`config.mk`:
```
export PLATFORM = sky130hd
export DESIGN_NAME = pc_stack_unit_flat
export DESIGN_NICKNAME = d
export VERILOG_FILES = /design/src/rtl/pc_stack_unit_pkg.sv /design/src/rtl/pc_stack_unit_if.sv /design/src/rtl/pc_stack_unit_ret_stack.sv /design/src/rtl/pc_stack_unit.sv /design/src/flat_wrapper.sv
export SDC_FILE = /design/constraint.sdc
export NUM_CORES = 1
export LEC_CHECK = 0
export CORE_MARGIN = 1
export CORE_UTILIZATION = 30
export DETAILED_ROUTE_END_ITERATION = 10
export SYNTH_ARGS = -nofsm -noshare
export SYNTH_HDL_FRONTEND = slang
export SYNTH_HIERARCHICAL = 1
export SYNTH_SLANG_ARGS = --single-unit
```
`constraint.sdc`:
```
create_clock -name clk -period 6 [get_ports clk]
set_input_delay 1.5 -clock clk [delete_from_list [all_inputs] [get_ports clk]]
set_output_delay 1.5 -clock clk [all_outputs]
set_load 0.01 [all_outputs]
```
`src/rtl/pc_stack_unit_pkg.sv`:
```
// Shared sizing defaults and next-PC select encoding for the PC stage.
package pc_stack_unit_pkg;

    localparam int PC_W_DEF  = 12;
    localparam int OFF_W_DEF = 8;
    localparam int DEPTH_DEF = 8;

    // Next-PC source, in the same encoding the controller uses for its select strobes.
    typedef enum logic [1:0] {
        SEL_INC = 2'd0,
        SEL_BR  = 2'd1,
        SEL_JMP = 2'd2,
        SEL_RET = 2'd3
    } pc_sel_e;

    // Resolve the strobes into one select. An empty-stack return falls
    // through to the incremented PC so stale RAM is never fetched from.
    function automatic pc_sel_e pick_sel(input logic ret, input logic jmp,
                                         input logic branch, input logic empty);
        pc_sel_e sel;
        sel = SEL_INC;
        if (ret) begin
            sel = empty ? SEL_INC : SEL_RET;
        end else if (jmp) begin
            sel = SEL_JMP;
        end else if (branch) begin
            sel = SEL_BR;
        end
        return sel;
    endfunction

endpackage

```
`src/rtl/pc_stack_unit_if.sv`:
```
// Controller <-> PC stage bundle: strobes and operands in, fetch address and stack status out.
interface pc_stack_unit_if #(
    parameter int PC_W  = 12,
    parameter int OFF_W = 8,
    parameter int DEPTH = 8
);
    localparam int SP_W = $clog2(DEPTH) + 1;

    logic              pcEn;
    logic              jmp;
    logic              branch;
    logic              push;
    logic              pop;
    logic              ret;
    logic [PC_W-1:0]   jmpAddr;
    logic [OFF_W-1:0]  brOffset;
    logic [PC_W-1:0]   pc;
    logic [SP_W-1:0]   sp;
    logic              overflow;
    logic              underflow;

    modport master (
        output pcEn, jmp, branch, push, pop, ret, jmpAddr, brOffset,
        input  pc, sp, overflow, underflow
    );

    modport slave (
        input  pcEn, jmp, branch, push, pop, ret, jmpAddr, brOffset,
        output pc, sp, overflow, underflow
    );

endinterface

```
`src/rtl/pc_stack_unit_ret_stack.sv`:
```
// Return-address stack: RAM, entry counter, full/empty decode and sticky error flags.
module pc_stack_unit_ret_stack #(
    parameter int PC_W  = 12,
    parameter int DEPTH = 8,
    parameter int SP_W  = $clog2(DEPTH) + 1
) (
    input  logic            clk,
    input  logic            rst,
    input  logic            i_en,
    input  logic            i_push,
    input  logic            i_pop,
    input  logic            i_ret,
    input  logic [PC_W-1:0] i_wdata,
    output logic [PC_W-1:0] o_tos,
    output logic [SP_W-1:0] o_sp,
    output logic            o_empty,
    output logic            o_full,
    output logic            o_overflow,
    output logic            o_underflow
);
    localparam int AW = $clog2(DEPTH);

    logic [PC_W-1:0] r_mem [DEPTH];
    logic [SP_W-1:0] r_sp;
    logic            r_overflow;
    logic            r_underflow;

    logic            w_illegal;
    logic            w_do_push;
    logic            w_do_pop;
    logic            w_empty;
    logic            w_full;
    logic [AW-1:0]   w_wr_idx;
    logic [AW-1:0]   w_top_idx;
    logic [SP_W-1:0] w_sp_m1;

    // push together with pop is rejected outright: no stack change, no flag change
    assign w_illegal  = i_push & i_pop;
    assign w_do_push  = i_en & i_push & ~i_pop;
    assign w_do_pop   = i_en & i_pop & ~i_push;
    assign w_empty    = (r_sp == '0);
    assign w_full     = (r_sp == SP_W'(DEPTH));
    assign w_sp_m1    = r_sp - SP_W'(1);
    assign w_wr_idx   = r_sp[AW-1:0];
    assign w_top_idx  = w_sp_m1[AW-1:0];

    // Entry write on a non-full push; RAM is deliberately left uncleared by reset.
    always_ff @(posedge clk) begin
        if (!rst && w_do_push && !w_full) begin
            r_mem[w_wr_idx] <= i_wdata;
        end
    end

    // Entry counter and sticky error flags.
    always_ff @(posedge clk) begin
        if (rst) begin
            r_sp        <= '0;
            r_overflow  <= 1'b0;
            r_underflow <= 1'b0;
        end else begin
            if (w_do_push) begin
                if (w_full) begin
                    r_overflow <= 1'b1;
                end else begin
                    r_sp <= r_sp + SP_W'(1);
                end
            end
            if (w_do_pop) begin
                if (w_empty) begin
                    r_underflow <= 1'b1;
                end else begin
                    r_sp <= w_sp_m1;
                end
            end
            if (i_en && i_ret && w_empty && !w_illegal) begin
                r_underflow <= 1'b1;
            end
        end
    end

    // Top-of-stack is an asynchronous read so a return resolves in the same cycle.
    assign o_tos       = r_mem[w_top_idx];
    assign o_sp        = r_sp;
    assign o_empty     = w_empty;
    assign o_full      = w_full;
    assign o_overflow  = r_overflow;
    assign o_underflow = r_underflow;

endmodule

```
`src/rtl/pc_stack_unit.sv`:
```
// PC stage: program counter register, next-PC mux/adder and the return-address stack.
module pc_stack_unit
    import pc_stack_unit_pkg::*;
#(
    parameter int PC_W  = PC_W_DEF,
    parameter int OFF_W = OFF_W_DEF,
    parameter int DEPTH = DEPTH_DEF
) (
    input  logic                 clk,
    input  logic                 rst,
    pc_stack_unit_if.slave       bus
);
    localparam int SP_W = $clog2(DEPTH) + 1;

    logic [PC_W-1:0] r_pc;

    logic [PC_W-1:0] w_pc1;
    logic [PC_W-1:0] w_br_target;
    logic [PC_W-1:0] w_tos;
    logic [PC_W-1:0] w_next_pc;
    logic [SP_W-1:0] w_sp;
    logic            w_empty;
    logic            w_full;
    logic            w_overflow;
    logic            w_underflow;
    pc_sel_e         w_sel;

    assign w_pc1       = r_pc + PC_W'(1);
    // Offset is relative to the already-incremented PC; sum wraps at PC_W bits.
    assign w_br_target = w_pc1 + PC_W'($signed(bus.brOffset));

    pc_stack_unit_ret_stack #(
        .PC_W  (PC_W),
        .DEPTH (DEPTH),
        .SP_W  (SP_W)
    ) u_ret_stack (
        .clk         (clk),
        .rst         (rst),
        .i_en        (bus.pcEn),
        .i_push      (bus.push),
        .i_pop       (bus.pop),
        .i_ret       (bus.ret),
        .i_wdata     (w_pc1),
        .o_tos       (w_tos),
        .o_sp        (w_sp),
        .o_empty     (w_empty),
        .o_full      (w_full),
        .o_overflow  (w_overflow),
        .o_underflow (w_underflow)
    );

    // Next-PC selection: ret over jmp over branch over increment.
    always_comb begin
        w_sel     = pick_sel(bus.ret, bus.jmp, bus.branch, w_empty);
        w_next_pc = w_pc1;
        unique case (w_sel)
            SEL_RET: w_next_pc = w_tos;
            SEL_JMP: w_next_pc = bus.jmpAddr;
            SEL_BR:  w_next_pc = w_br_target;
            default: w_next_pc = w_pc1;
        endcase
    end

    // PC register advances only when the controller enables it.
    always_ff @(posedge clk) begin
        if (rst) begin
            r_pc <= '0;
        end else if (bus.pcEn) begin
            r_pc <= w_next_pc;
        end
    end

    assign bus.pc        = r_pc;
    assign bus.sp        = w_sp;
    assign bus.overflow  = w_overflow;
    assign bus.underflow = w_underflow;

    // Full is consumed inside the stack; kept visible here for hierarchy probes.
    logic w_full_unused;
    assign w_full_unused = w_full;

endmodule

```
`src/flat_wrapper.sv`:
```
// flat-port wrapper written by rule: the top's interface ports become plain ports
module pc_stack_unit_flat import pc_stack_unit_pkg::*;
#(
    parameter int PC_W  = PC_W_DEF,
    parameter int OFF_W = OFF_W_DEF,
    parameter int DEPTH = DEPTH_DEF
)
  (clk, rst, bus_pcEn, bus_jmp, bus_branch, bus_push, bus_pop, bus_ret, bus_jmpAddr, bus_brOffset, bus_pc, bus_sp, bus_overflow, bus_underflow);
  pc_stack_unit_if #(.PC_W(PC_W), .OFF_W(OFF_W), .DEPTH(DEPTH)) bus_i ();
  input  logic clk;
  input  logic rst;
  input wire logic [$bits(bus_i.pcEn)-1:0] bus_pcEn;
  input wire logic [$bits(bus_i.jmp)-1:0] bus_jmp;
  input wire logic [$bits(bus_i.branch)-1:0] bus_branch;
  input wire logic [$bits(bus_i.push)-1:0] bus_push;
  input wire logic [$bits(bus_i.pop)-1:0] bus_pop;
  input wire logic [$bits(bus_i.ret)-1:0] bus_ret;
  input wire logic [$bits(bus_i.jmpAddr)-1:0] bus_jmpAddr;
  input wire logic [$bits(bus_i.brOffset)-1:0] bus_brOffset;
  output wire logic [$bits(bus_i.pc)-1:0] bus_pc;
  output wire logic [$bits(bus_i.sp)-1:0] bus_sp;
  output wire logic [$bits(bus_i.overflow)-1:0] bus_overflow;
  output wire logic [$bits(bus_i.underflow)-1:0] bus_underflow;
  assign bus_i.pcEn = bus_pcEn;
  assign bus_i.jmp = bus_jmp;
  assign bus_i.branch = bus_branch;
  assign bus_i.push = bus_push;
  assign bus_i.pop = bus_pop;
  assign bus_i.ret = bus_ret;
  assign bus_i.jmpAddr = bus_jmpAddr;
  assign bus_i.brOffset = bus_brOffset;
  assign bus_pc = bus_i.pc;
  assign bus_sp = bus_i.sp;
  assign bus_overflow = bus_i.overflow;
  assign bus_underflow = bus_i.underflow;
  pc_stack_unit #(.PC_W(PC_W), .OFF_W(OFF_W), .DEPTH(DEPTH)) u_core (.clk(clk), .rst(rst), .bus(bus_i));
endmodule
```
# Word-level counts from Yosys, hierarchy flattened
# Memories as Yosys holds them, arrays and structs flattened.
# Index checks and enable logic that the tools add are counted.
dict set report classes {
  n_mux 14
  eq_ne 4
  n_reduce_logical 13
  bitwise_logic 7
  addsub 4
}
# operator count
set op_table {}
lappend op_table {{12-bit case mux with 3 select lines} 1}
lappend op_table {{4-bit two-way mux} 4}
lappend op_table {{12-bit by 1-bit adder with 12-bit output (second input constant)} 1}
lappend op_table {{12-bit adder} 1}
lappend op_table {{1-bit two-way mux} 6}
lappend op_table {{2-bit two-way mux} 3}
lappend op_table {{1-bit bitwise AND} 5}
lappend op_table {{1-bit logical AND} 5}
lappend op_table {{4-bit by 1-bit adder with 4-bit output (second input constant)} 1}
lappend op_table {{2-bit == test (second input constant)} 2}
lappend op_table {{4-bit == test (second input constant)} 1}
lappend op_table {{4-bit zero test} 1}
lappend op_table {{2-bit AND reduction} 2}
lappend op_table {{2-bit nonzero test} 2}
lappend op_table {{4-bit by 1-bit subtractor with 4-bit output (second input constant)} 1}
lappend op_table {{1-bit zero test} 3}
lappend op_table {{2-bit by 1-bit == test with 1-bit output (second input constant)} 1}
lappend op_table {{1-bit inverter} 2}
dict set report totals {
  ff_bits 18
  in_bits 28
  word_cells 47
  mem_bits_rw 96
  output_inout_bits 18
  n_memories 1
}
# name words width rd rd_clocked_by_memory_dff wr line_no
set memory_table {}
lappend memory_table {u_core.u_ret_stack.r_mem 8 12 1 0 1 pc_stack_unit_ret_stack.sv:23} ;# logic [PC_W-1:0] r_mem [DEPTH];

# Longest topological paths before layout
dict set report depth {
  depth_word 6
  depth_mapped 11
  mapped_depth_nobuf 11
}

# By module
# The synthesis kept the hierarchy.
# mod n_inst seq_area_each_um2 area_each_um2 cells_per_inst
set by_module_without_submodules {}
lappend by_module_without_submodules {pc_stack_unit_ret_stack 1 3002.9 4131.5 212}
lappend by_module_without_submodules {pc_stack_unit 1 240.2 1501.4 196}

# Worst setup path after synthesis
# Ideal clock, no wire load.
dict set report synth_path {
  path_kind {input to register}
  startpoint {input bus_brOffset[0]}
  endpoint {register u_core.r_pc[10] (netlist: u_core/bus.pc[10])}
  t_required_ns 5.938
  setup_ns 0.062
  cell_stages 8
  n_path_buf 0
  path_slack_ns 2.731
  arrival_time_ns 3.207
  cell_sequence {ha_1 fa_1 a21o_1 a21oi_1 o31ai_1 a31oi_1 or4b_2 nand3_1}
}
dict set report synth_via {
  elab_chain_len 2
}
# element line_no
set synth_rtl {}
lappend synth_rtl {{from (decl)} flat_wrapper.sv:19} ;# input wire logic [$bits(bus_i.brOffset)-1:0] bus_brOffset;
lappend synth_rtl {{12-bit adder} pc_stack_unit.sv:30} ;# assign w_br_target = w_pc1 + PC_W'($signed(bus.brOffset));
lappend synth_rtl {{12-bit case mux with 3 select lines} pc_stack_unit.sv:56} ;# unique case (w_sel)
lappend synth_rtl {{to (signal assigned)} pc_stack_unit.sv:69} ;# r_pc <= w_next_pc;
lappend synth_rtl {{to (decl)} pc_stack_unit.sv:15} ;# logic [PC_W-1:0] r_pc;
# Every way passes these cells.
# A chain may end at the register's enable or synchronous reset.

# Final worst setup path
dict set report layout_path {
  startpoint {register u_core.r_pc[0] (netlist: u_core/bus.pc[0])}
  endpoint {register u_core.r_pc[9] (netlist: u_core/bus.pc[9])}
}
dict set report layout_via {
  elab_chain_len 3
}
# element line_no
set layout_rtl {}
lappend layout_rtl {{12-bit by 1-bit adder with 12-bit output} pc_stack_unit.sv:28} ;# assign w_pc1 = r_pc + PC_W'(1);
lappend layout_rtl {{net u_core.w_pc1[6]} pc_stack_unit.sv:17} ;# logic [PC_W-1:0] w_pc1;
lappend layout_rtl {{12-bit adder} pc_stack_unit.sv:30}
lappend layout_rtl {{12-bit case mux with 3 select lines} pc_stack_unit.sv:56}
# The timed path passes the listed nets, and every way through them passes these cells.

==> flow_summary.toml <==
[synthesis]
synth_xor_area_share_pct = 3.44
syn_inst = 408
synth-seq-cells = 114
synth-compound-area-share_pct = 10.8
async_flop_share_pct = 0
avgSynthCellArea_um2 = 13.8
synth.largest_area_cell = "edfxtp_1"
synthTopCellsByArea = "edfxtp_1, mux4_2, dfxtp_1"
synth_cell_types = 62
synth-seq-area-share_pct = 57.6
synthFlopType = "edfxtp_1"
yosys_warnings = 6
synth_area_um2 = 5630
synth_top_area_share_pct = 51.2
synth-edff-count = 96
synth_nets = 456
synth-simple-area-share_pct = 8.80
synth.most_common_cell = "edfxtp_1"
synth_top_family_by_area = "multiplexers"
synthAdderAreaFrac_pct = 4.58
synthMuxAreaShare_pct = 12.3
synth_top_cells_by_count = "edfxtp_1, nor2_1, a21oi_1, mux4_2, ha_1"

[worst_setup_path]
r2r_slack_ps = 2200
worstPathArrival_ps = 4130
crit_fanout = 11
start_kind = "flop"
crit_type = "reg -> reg"
crit_top_cell = "ha_1"
endpoint_kind = "flop"
crit_chain = "ha_1, and3_2, nand3_1, xnor2_1, ha_1, a21oi_1, o21ai_0, a311oi_1, nor3b_1, o311a_1, nor3_1"
crit_slowest_cell = "xnor2_1"
required_ps = 6330
cp_slowest_stage_delay_ps = 870

[sta]
final.period_utilization_pct = 63.4
worstMarginPinSlew_ps = 1250
final_hold_viol_count = 0
worst_slack_ps = 2200
clock.fmax_mhz = 263
finalSetupTns_ps = 0
rsz0062_at_grt = "no"
final-max-slew-violation-count = 0
clock-skew-final_ps = 14.8
setup_viol = 0
layout_min_cycle_time_ps = 3800
relSlewSlack_pct = 16.7

[cts]
htreeDepth = 4
clock_latency_ps = 410
cts_sinks = 114
cts_tree = "built"
cts_hold_buf = 0
numCtsBuffers = 17
cts_setup_buffers = 0
clk_path_buf_depth = 2
cts-root-buf = "clkbuf_16"
cts_resized = 0
cts.clk_slew.worst_paths_ps = 50

[floorplan]
ios = 46
rows = 49
start_util_pct = 30.9
die_area_um2 = 19300
die_h_um = 139
die_w_um = 139
coreArea_um2 = 18200

[cells_and_area]
final_cell_count_no_fill = 697
area_delta_synth_final_pct = 21.4
drive_gt1_share_pct = 16.5
fillCellCount = 1672
antenna_cells = 0
multi_input_area_um2 = 2260
seq_area_um2 = 3240
nets = 505

[power_and_ir_drop]
p_per_area_nw_per_um2 = 308
p_leak_nw = 2.30
ir_worst_vdd_mv = 0.125

[drt]
vias = 3723
wirelength_um = 13600
drt_pass1_iterations = 10
post-route-drc-count = 3
first_iter_violations = 254
postRouteAntennaNets = 0
drt-vias-per-instance = 5.34
wl_per_cell_um = 19.6

[placement]
gp_congestion = 0.922
post-dp-hpwl_um = 9770
dp.cells = 667
io_buffer_count = 45
dp_slack_ps = 1780

[global_route]
antenna_found_initial = 0
grt_pass1_vias = 3727
grt_max_degree = 33
gr-total-overflow = 0
grtUsageTotal_pct = 14.8
grt_pass1_wl_um = 21200

[worst_hold_path]
hp-class = "reg -> reg"

[outcome]
violations = "DRC"
status = "finished, violations left"

[job]
max_cap_violations = 0
## worst max-delay path, delay by kind of cell, from the launching register on
| kind | cells | cell delay (ps) |
|---|---|---|
| AOI/OAI and AO/OA | 4 | 1140 |
| xor gates and xnor gates | 1 | 870 |
| adders and majority gates | 2 | 660 |
| DFF | 1 | 470 |
| and+or+nand+nor | 4 | 570 |
## final timing paths
path | start | endpoint | cells past startpoint
worst min register to register | u_core/u_ret_stack/o_underflow | u_core/u_ret_stack/o_underflow | 2
worst max-delay path | u_core/bus.pc[0] | u_core/bus.pc[9] | 11
worst min-delay path | u_core/u_ret_stack/o_underflow | u_core/u_ret_stack/o_underflow | 2
worst max register to register | u_core/bus.pc[0] | u_core/bus.pc[9] | 11
## cells by family after synthesis
logic type | count (synthesis)
buf+inv | 31
fa+ha+maj | 20
simple gates | 98
mux | 37
compound gates | 88
xor+xnor | 20
flops | 114
## through the flow
step	util, %	instance area (µm²)	power [mW]	hold slack, ps
finish	37.6	6840	2.11	476
global route	37.6	6840	2.18	513
CTS	37.6	6840	2.12	487
detailed placement	34.7	6320	1.23	472
global placement	34.7	6320	1.23	458
floorplan	-	5630	1.12	503
## routing by layer
metal	GRT usage [%]	share of wire, %	vias up
met4	5.56	1.1	0
met2	23.8	48	142
met5	0	0	-
met3	3.69	7.2	19
met1	19.4	44	1848
li1	-	-	1714
## registers in the layout, summed over array words and instances, names as in the netlist
signal and count:
u_core/u_ret_stack/r_mem 96, u_core/u_ret_stack/o_sp 4, u_core/u_ret_stack/o_underflow 1, u_core/u_ret_stack/o_overflow 1, u_core/bus.pc 12
## placed cells by master, fill, tap and decap left out, types with 3 or more instances in the layout
| cell type | instances |
|---|---|
| mux4_2 | 22 |
| clkdlybuf4s50_1 | 45 |
| a21o_1 | 3 |
| nor3_1 | 11 |
| mux2_2 | 12 |
| dfxtp_1 | 17 |
| o31ai_1 | 4 |
| inv_1 | 11 |
| o21a_1 | 3 |
| nand2_1 | 18 |
| nor2_1 | 35 |
| a21oi_1 | 22 |
| ha_1 | 19 |
| xor2_1 | 8 |
| nor3_2 | 3 |
| a211oi_1 | 12 |
| clkbuf_16 | 17 |
| buf_4 | 5 |
| nand3_1 | 7 |
| clkinvlp_4 | 3 |
| edfxtp_1 | 96 |
| nor2b_1 | 5 |
| o211ai_1 | 4 |
| xnor2_1 | 11 |
| nand2b_1 | 4 |
| clkinv_2 | 6 |
| o21ai_0 | 14 |
## final cells by class
type,count,area share [%]
sequential,114,47.4
inverter,11,0.604
clock buffer,18,6.27
clock inverter,12,1.39
tap,229,4.19
timing repair buffer,50,7.13
multi-input combinational,263,33.0
## where the power goes
part	switching, mW	internal [mW]	leakage (nW)
registers	0.0173	0.884	1.03
logic	0.176	0.141	1.02
clock network	0.331	0.556	0.254
total	0.525	1.58	2.30
Power figures use the tool's default switching activity.
